`config.mk`:
```
export PLATFORM = sky130hd
export DESIGN_NAME = regfile_wr_arbiter
export DESIGN_NICKNAME = d
export VERILOG_FILES = /design/src/rtl/regfile_wr_arbiter.sv
export SDC_FILE = /design/constraint.sdc
export NUM_CORES = 1
export LEC_CHECK = 0
export ABC_AREA = 1
export CORE_MARGIN = 10
export CORE_UTILIZATION = 49
export CTS_CLUSTER_SIZE = 25
export DETAILED_ROUTE_END_ITERATION = 7
export PLACE_DENSITY = 0.8
export SLEW_MARGIN = 25
export SYNTH_ARGS = -nofsm -noshare
export SYNTH_HDL_FRONTEND = slang
export SYNTH_SLANG_ARGS = --single-unit
```
`constraint.sdc`:
```
create_clock -name clk -period 1.82 [get_ports clk]
set_clock_uncertainty 0.05 [all_clocks]
set_input_delay 0.273 -clock clk [delete_from_list [all_inputs] [get_ports clk]]
set_output_delay 0.273 -clock clk [all_outputs]
set_load 0.02 [all_outputs]
```
`src/rtl/regfile_wr_arbiter.sv`:
```
// Two-requester register-file writeback arbiter: one hold slot per requester,
// round-robin grant onto a registered single write port, plus a pending scoreboard.
module regfile_wr_arbiter (
    input  logic        clk,
    input  logic        rst_n,
    input  logic        a_valid,
    output logic        a_ready,
    input  logic [5:0]  a_rd,
    input  logic [31:0] a_val,
    input  logic        b_valid,
    output logic        b_ready,
    input  logic [5:0]  b_rd,
    input  logic [31:0] b_val,
    output logic        wr_enable,
    output logic [5:0]  wr_rd,
    output logic [31:0] wr_val,
    input  logic [5:0]  rs1,
    input  logic [5:0]  rs2,
    output logic        rs1_pending,
    output logic        rs2_pending
);

    localparam logic [0:0] GRANT_A = 1'b0;
    localparam logic [0:0] GRANT_B = 1'b1;

    logic        r_hold_a_full;
    logic [5:0]  r_hold_a_rd;
    logic [31:0] r_hold_a_val;
    logic        r_hold_b_full;
    logic [5:0]  r_hold_b_rd;
    logic [31:0] r_hold_b_val;
    logic [0:0]  r_last_grant;
    logic        r_wr_enable;
    logic [5:0]  r_wr_rd;
    logic [31:0] r_wr_val;

    logic        w_grant_a;
    logic        w_grant_b;
    logic        w_take_a;
    logic        w_take_b;

    // When both holds are full, the requester that did not win last time goes first.
    always_comb begin
        w_grant_a = 1'b0;
        w_grant_b = 1'b0;
        if (r_hold_a_full && r_hold_b_full) begin
            w_grant_a = (r_last_grant == GRANT_B);
            w_grant_b = (r_last_grant == GRANT_A);
        end else begin
            w_grant_a = r_hold_a_full;
            w_grant_b = r_hold_b_full;
        end
    end

    assign a_ready  = !r_hold_a_full || w_grant_a;
    assign b_ready  = !r_hold_b_full || w_grant_b;
    assign w_take_a = a_valid && a_ready;
    assign w_take_b = b_valid && b_ready;

    always_ff @(posedge clk or negedge rst_n) begin
        if (!rst_n) begin
            r_hold_a_full <= 1'b0;
            r_hold_a_rd   <= '0;
            r_hold_a_val  <= '0;
        end else if (w_take_a) begin
            r_hold_a_full <= 1'b1;
            r_hold_a_rd   <= a_rd;
            r_hold_a_val  <= a_val;
        end else if (w_grant_a) begin
            r_hold_a_full <= 1'b0;
        end
    end

    always_ff @(posedge clk or negedge rst_n) begin
        if (!rst_n) begin
            r_hold_b_full <= 1'b0;
            r_hold_b_rd   <= '0;
            r_hold_b_val  <= '0;
        end else if (w_take_b) begin
            r_hold_b_full <= 1'b1;
            r_hold_b_rd   <= b_rd;
            r_hold_b_val  <= b_val;
        end else if (w_grant_b) begin
            r_hold_b_full <= 1'b0;
        end
    end

    // Write index/data keep their last values between strobes.
    always_ff @(posedge clk or negedge rst_n) begin
        if (!rst_n) begin
            r_wr_enable  <= 1'b0;
            r_wr_rd      <= '0;
            r_wr_val     <= '0;
            r_last_grant <= GRANT_B;
        end else if (w_grant_a) begin
            r_wr_enable  <= 1'b1;
            r_wr_rd      <= r_hold_a_rd;
            r_wr_val     <= r_hold_a_val;
            r_last_grant <= GRANT_A;
        end else if (w_grant_b) begin
            r_wr_enable  <= 1'b1;
            r_wr_rd      <= r_hold_b_rd;
            r_wr_val     <= r_hold_b_val;
            r_last_grant <= GRANT_B;
        end else begin
            r_wr_enable  <= 1'b0;
        end
    end

    assign wr_enable = r_wr_enable;
    assign wr_rd     = r_wr_rd;
    assign wr_val    = r_wr_val;

    assign rs1_pending = (r_hold_a_full && (r_hold_a_rd == rs1)) ||
                         (r_hold_b_full && (r_hold_b_rd == rs1)) ||
                         (r_wr_enable   && (r_wr_rd     == rs1));
    assign rs2_pending = (r_hold_a_full && (r_hold_a_rd == rs2)) ||
                         (r_hold_b_full && (r_hold_b_rd == rs2)) ||
                         (r_wr_enable   && (r_wr_rd     == rs2));

endmodule

```
==> impl_results.html <==
<table>
<tr><th>Metric</th><th>Value</th></tr>
<tr><th colspan="2">Outcome</th></tr>
<tr><td>Outcome</td><td>finished with violations</td></tr>
<tr><td>Violations in the final reports</td><td>setup timing</td></tr>
<tr><th colspan="2">Floorplanning</th></tr>
<tr><td>Count of standard-cell rows</td><td>38</td></tr>
<tr><td>Area inside the core boundary</td><td>10,750 sq um</td></tr>
<tr><td>Die Area</td><td>15,500 sq um</td></tr>
<tr><td>Effective utilization at floorplan</td><td>0.4981</td></tr>
<tr><td>Top-level port count</td><td>135</td></tr>
<tr><td>Chip Height</td><td>124.5 microns</td></tr>
<tr><td>Die width</td><td>~120 microns</td></tr>
<tr><th colspan="2">Drt</th></tr>
<tr><td>Total via count in the routed design</td><td>5,045</td></tr>
<tr><td>Post-route antenna net violation count</td><td>0</td></tr>
<tr><td>Detailed-route DRC error count</td><td>0</td></tr>
<tr><td>Count of routing violations after the opening detailed-route iteration</td><td>365</td></tr>
<tr><td>Routed wire per std cell</td><td>17.18 microns</td></tr>
<tr><td>Routed wire length</td><td>16,470 microns</td></tr>
<tr><td>Ratio of routed vias to standard cells</td><td>about 5.3</td></tr>
<tr><td>Number of iterations in the first detailed-routing pass</td><td>5</td></tr>
<tr><th colspan="2">Layout</th></tr>
<tr><td>Area delta synth-&gt;final</td><td>44.41%</td></tr>
<tr><td>Number of antenna cells inserted</td><td>0</td></tr>
<tr><td>Area of combinational cells with multiple inputs</td><td>2022 sq um</td></tr>
<tr><td>Final layout net count</td><td>898</td></tr>
<tr><td>Fraction of layout instances using a drive strength above 1</td><td>0.1380</td></tr>
<tr><td>Final standard cell count with taps included and fillers excluded</td><td>959</td></tr>
<tr><td>Filler Cells Inserted</td><td>846</td></tr>
<tr><td>Register cell area after layout</td><td>2962 sq um</td></tr>
<tr><td>Utilization of the core after routing</td><td>0.7194</td></tr>
<tr><th colspan="2">STA</th></tr>
<tr><td>Highest achievable clock rate</td><td>0.5165 GHz</td></tr>
<tr><td>Number of endpoints with negative hold slack in the final report</td><td>0</td></tr>
<tr><td>Max-slew violations</td><td>0</td></tr>
<tr><td>Final worst setup slack</td><td>-0.1162 ns</td></tr>
<tr><td>Period utilization</td><td>1.064</td></tr>
<tr><td>TNS Setup</td><td>-0.2214 ns</td></tr>
<tr><td>Least-Margin Pin Slew</td><td>0.3794 ns</td></tr>
<tr><td>Final worst path period need</td><td>1.936 ns</td></tr>
<tr><td>Final setup viols</td><td>2</td></tr>
<tr><td>Unrepaired setup endpoints after global routing</td><td>true</td></tr>
<tr><td>Worst-case headroom to the max-slew limit</td><td>0.7438</td></tr>
<tr><th colspan="2">Placement</th></tr>
<tr><td>IO Port Bufs</td><td>134</td></tr>
<tr><td>Number of cells after detailed placement</td><td>918</td></tr>
<tr><td>Final Wtd Congestion</td><td>0.8341</td></tr>
<tr><td>Estimated wirelength of the detail-placed design</td><td>11,380 microns</td></tr>
<tr><th colspan="2">Clock network</th></tr>
<tr><td>Clock tree from TritonCTS</td><td>done</td></tr>
<tr><td>Source-to-sink clock delay at the later pin of the worst-skew pair</td><td>roughly 0.50 ns</td></tr>
<tr><td>TritonCTS Buffers</td><td>17</td></tr>
<tr><td>Clock-pin slew reported for the worst setup and hold paths after clock tree synthesis</td><td>approximately 0.060 ns</td></tr>
<tr><td>TritonCTS sink count</td><td>about 120</td></tr>
<tr><td>Root buffer cell</td><td>sky130_fd_sc_hd__clkbuf_8</td></tr>
<tr><td>Max clock buf depth</td><td>2</td></tr>
<tr><td>CTS H-Tree Depth</td><td>4</td></tr>
<tr><th colspan="2">Yosys</th></tr>
<tr><td>Leading cell types by count after synthesis</td><td>212 x sky130_fd_sc_hd__nand2_1, 117 x sky130_fd_sc_hd__dfrtp_1, 69 x sky130_fd_sc_hd__inv_1</td></tr>
<tr><td>Area leader, netlist</td><td>sky130_fd_sc_hd__dfrtp_1</td></tr>
<tr><td>Mean post-synth cell area</td><td>8.312 sq um</td></tr>
<tr><td>Async set-reset flop share out of synthesis</td><td>1.000</td></tr>
<tr><td>Cells after Synth</td><td>644</td></tr>
<tr><td>Total of flip-flops plus latches after synthesis</td><td>118</td></tr>
<tr><td>Count of yosys warnings during synthesis</td><td>0</td></tr>
<tr><td>Most repeated cell in the gate-level netlist after synthesis</td><td>sky130_fd_sc_hd__nand2_1</td></tr>
<tr><td>Sequential fraction of the synthesis area</td><td>0.5519</td></tr>
<tr><td>Number of flops mapped to enable cells by yosys</td><td>0</td></tr>
<tr><td>Synth Net Count</td><td>736</td></tr>
<tr><td>Commonest register cell after synthesis</td><td>sky130_fd_sc_hd__dfrtp_1</td></tr>
<tr><td>Yosys cell types</td><td>24</td></tr>
<tr><td>Ranking of synthesized cells by area</td><td>sky130_fd_sc_hd__dfrtp_1 55%, sky130_fd_sc_hd__nand2_1 15%, sky130_fd_sc_hd__o311ai_0 5.1%</td></tr>
<tr><td>Area share of the largest cell type after synthesis</td><td>0.5470</td></tr>
<tr><td>Synthesized cell area</td><td>roughly 5400 sq um</td></tr>
<tr><th colspan="2">Worst setup path</th></tr>
<tr><td>Worst setup SP type</td><td>flop</td></tr>
<tr><td>Slowest stage delay, CP</td><td>0.44 ns</td></tr>
<tr><td>Capturing element type of the critical path</td><td>primary output</td></tr>
<tr><td>Slowest stage cell on the critical path</td><td>sky130_fd_sc_hd__dfrtp_2</td></tr>
<tr><td>Critical path arrival</td><td>1.61 ns</td></tr>
<tr><td>Start-to-end type of the worst setup path</td><td>reg -&gt; out</td></tr>
<tr><td>Cell type group with the largest total delay on the critical path</td><td>flip-flops</td></tr>
<tr><td>Required time worst endpoint</td><td>1.50 ns</td></tr>
<tr><td>Worst R2R Setup Slack</td><td>0.06 ns</td></tr>
<tr><td>Critical path buffer and inverter count</td><td>2</td></tr>
<tr><td>Sequence of cells on the critical path</td><td>buf_6, nand2_2, nand3_2, nor2_2, nand3_1, nand3_2, buf_6</td></tr>
<tr><td>Max FO, Critical Path</td><td>4</td></tr>
<tr><th colspan="2">Power</th></tr>
<tr><td>Power Dens Cells</td><td>1532 nW/um^2</td></tr>
<tr><td>Leakage Power</td><td>3.891 nW</td></tr>
<tr><td>Net Sw Power</td><td>4.472 mW</td></tr>
<tr><td>Relative contribution of combinational cells to total power</td><td>0.385</td></tr>
<tr><td>Share of power burned in the clock network</td><td>0.261</td></tr>
<tr><td>Switching fraction of total power</td><td>0.3776</td></tr>
<tr><td>Internal power consumption</td><td>roughly 7.4 mW</td></tr>
<tr><td>Peak supply drop</td><td>between 0.8 and 0.9 mV</td></tr>
<tr><td>Reg power frac</td><td>0.354</td></tr>
<tr><th colspan="2">GRT</th></tr>
<tr><td>First-pass GRT wire length</td><td>26,650 microns</td></tr>
<tr><td>Number of antenna violations at the first check in global routing</td><td>0</td></tr>
<tr><td>Congestion Overflow GR</td><td>0</td></tr>
<tr><td>Total global-route track usage</td><td>0.2072</td></tr>
<tr><td>Via count of the first global-routing pass</td><td>5,300</td></tr>
<tr><td>Largest net degree at the start of global routing</td><td>slightly above 60</td></tr>
<tr><th colspan="2">Min path</th></tr>
<tr><td>Hold Crit Class</td><td>in -&gt; async</td></tr>
<tr><th colspan="2">Flow run</th></tr>
<tr><td>Max-cap violations</td><td>0</td></tr>
</table>
[repair_timing]
item                                    in CTS  in global routing
gates resized for setup                     52                 35
endpoints found under the hold margin      117                  0
buffers inserted                             3                  5
endpoints found under the setup margin      30                 14
hold buffers                                 1                  0
pin swaps                                    4                  9
[area by class of cell]
class                      instances  area share
sequential                       118      0.3831
multi-input combinational        423      0.2616
timing repair buffer             176      0.2261
clock buffer                      21     0.05940
inverter                          70     0.03399
tap                              140     0.02266
clock inverter                    11     0.01311
[layer usage]
| layer | GRT usage | wire length, microns |
|---|---|---|
| met2 | 0.3372 | 7997 |
| met1 | 0.2624 | 7125 |
| met3 | 0.05277 | 1069 |
| met4 | 0.06854 | 279 |
| met5 | 0 | 0 |
[state kept, by name, indices dropped and copies added, names as in the netlist]
name           count
r_hold_a_full      1
r_last_grant       1
wr_enable          1
r_hold_b_val      32
r_hold_b_rd        6
r_hold_a_rd        6
r_hold_a_val      32
r_hold_b_full      1
wr_val            32
wr_rd              6
[worst register-to-register path, stage by stage, from the launching register on]
cell	delay (ns)
sky130_fd_sc_hd__dfstp_2	0.55
sky130_fd_sc_hd__inv_1	0.10
sky130_fd_sc_hd__nand3_2	0.11
sky130_fd_sc_hd__buf_6	0.27
sky130_fd_sc_hd__nand2_2	0.13
sky130_fd_sc_hd__buf_12	0.19
sky130_fd_sc_hd__nor2_1	0.16
sky130_fd_sc_hd__a21oi_1	0.07
[through the flow]
stage / total power [mW] / area (sq um) / hold WS (ns) / setup slack (ns)
detailed placement: 8.789 / 7036 / 0.04353 / -0.4944
CTS: 11.79 / 7624 / 0.05190 / -0.1410
floorplan: 6.534 / 5353 / -0.07259 / 0.3735
finish: 11.84 / 7730 / 0.07019 / -0.1162
global placement: 8.654 / 7036 / 0.04570 / -0.4899
global route: 12.52 / 7730 / 0.06890 / -0.1950
[path summary, 6_finish.rpt]
| kind | startpoint | endpoint | cells after the start |
|---|---|---|---|
| worst max register to register | r_last_grant | r_hold_a_rd[5] | 7 |
| worst min register to register | r_hold_a_val[8] | r_hold_a_val[8] | 2 |
| max in group asynchronous | rst_n | r_last_grant | 3 |
| worst min-delay path | rst_n | r_hold_b_rd[0] | 2 |
| min in group clk | a_val[14] | r_hold_a_val[14] | 3 |
| worst max-delay path | r_hold_a_rd[0] | rs1_pending | 7 |
[layout by cell type (no fill, tap or decap)]
master	instances
sky130_fd_sc_hd__dlygate4sd3_1	1
sky130_fd_sc_hd__o21ai_0	6
sky130_fd_sc_hd__clkdlybuf4s50_1	93
sky130_fd_sc_hd__buf_2	2
sky130_fd_sc_hd__clkinvlp_4	4
sky130_fd_sc_hd__nor2_2	3
sky130_fd_sc_hd__clkinv_4	3
sky130_fd_sc_hd__nand3_2	6
sky130_fd_sc_hd__inv_1	62
sky130_fd_sc_hd__dlymetal6s2s_1	11
sky130_fd_sc_hd__buf_6	6
sky130_fd_sc_hd__xnor2_1	2
sky130_fd_sc_hd__clkbuf_1	1
sky130_fd_sc_hd__nand2_2	8
sky130_fd_sc_hd__a21oi_1	46
sky130_fd_sc_hd__buf_4	31
sky130_fd_sc_hd__dfrtp_2	6
sky130_fd_sc_hd__clkbuf_8	4
sky130_fd_sc_hd__o211ai_1	6
sky130_fd_sc_hd__nor2_1	55
sky130_fd_sc_hd__nand2_1	206
sky130_fd_sc_hd__dfstp_2	1
sky130_fd_sc_hd__xnor2_2	1
sky130_fd_sc_hd__dfrtp_1	111
sky130_fd_sc_hd__clkbuf_16	16
sky130_fd_sc_hd__o311ai_0	31
sky130_fd_sc_hd__clkinv_2	3
sky130_fd_sc_hd__inv_2	8
sky130_fd_sc_hd__xor2_1	3
sky130_fd_sc_hd__buf_12	7
sky130_fd_sc_hd__nand3_1	45
sky130_fd_sc_hd__bufinv_16	1
sky130_fd_sc_hd__a21boi_4	1
sky130_fd_sc_hd__dlygate4sd2_1	25
sky130_fd_sc_hd__o311ai_1	1
sky130_fd_sc_hd__a21oi_2	2
sky130_fd_sc_hd__o22ai_1	1
[cell families (layout without fill, tap and decap cells)]
family	count (synthesis)	in the layout	synth area share
buffers and inverters	103	278	0.08322
XOR/XNOR	6	6	0.009819
flip-flops	118	118	0.5519
AO/OA/AOI/OAI	94	94	0.1138
AND/OR/NAND/NOR	323	323	0.2412
[power groups by stage]
| stage | combinational, mW | clock (mW) | sequential (mW) |
|---|---|---|---|
| floorplan | 1.96 | 0 | 4.57 |
| global placement | 4.49 | 0 | 4.16 |
| detailed placement | 4.61 | 0 | 4.18 |
| CTS | 4.50 | 3.13 | 4.15 |
| global route | 4.99 | 3.25 | 4.29 |
| finish | 4.56 | 3.10 | 4.19 |
Power figures use the tool's default switching activity.
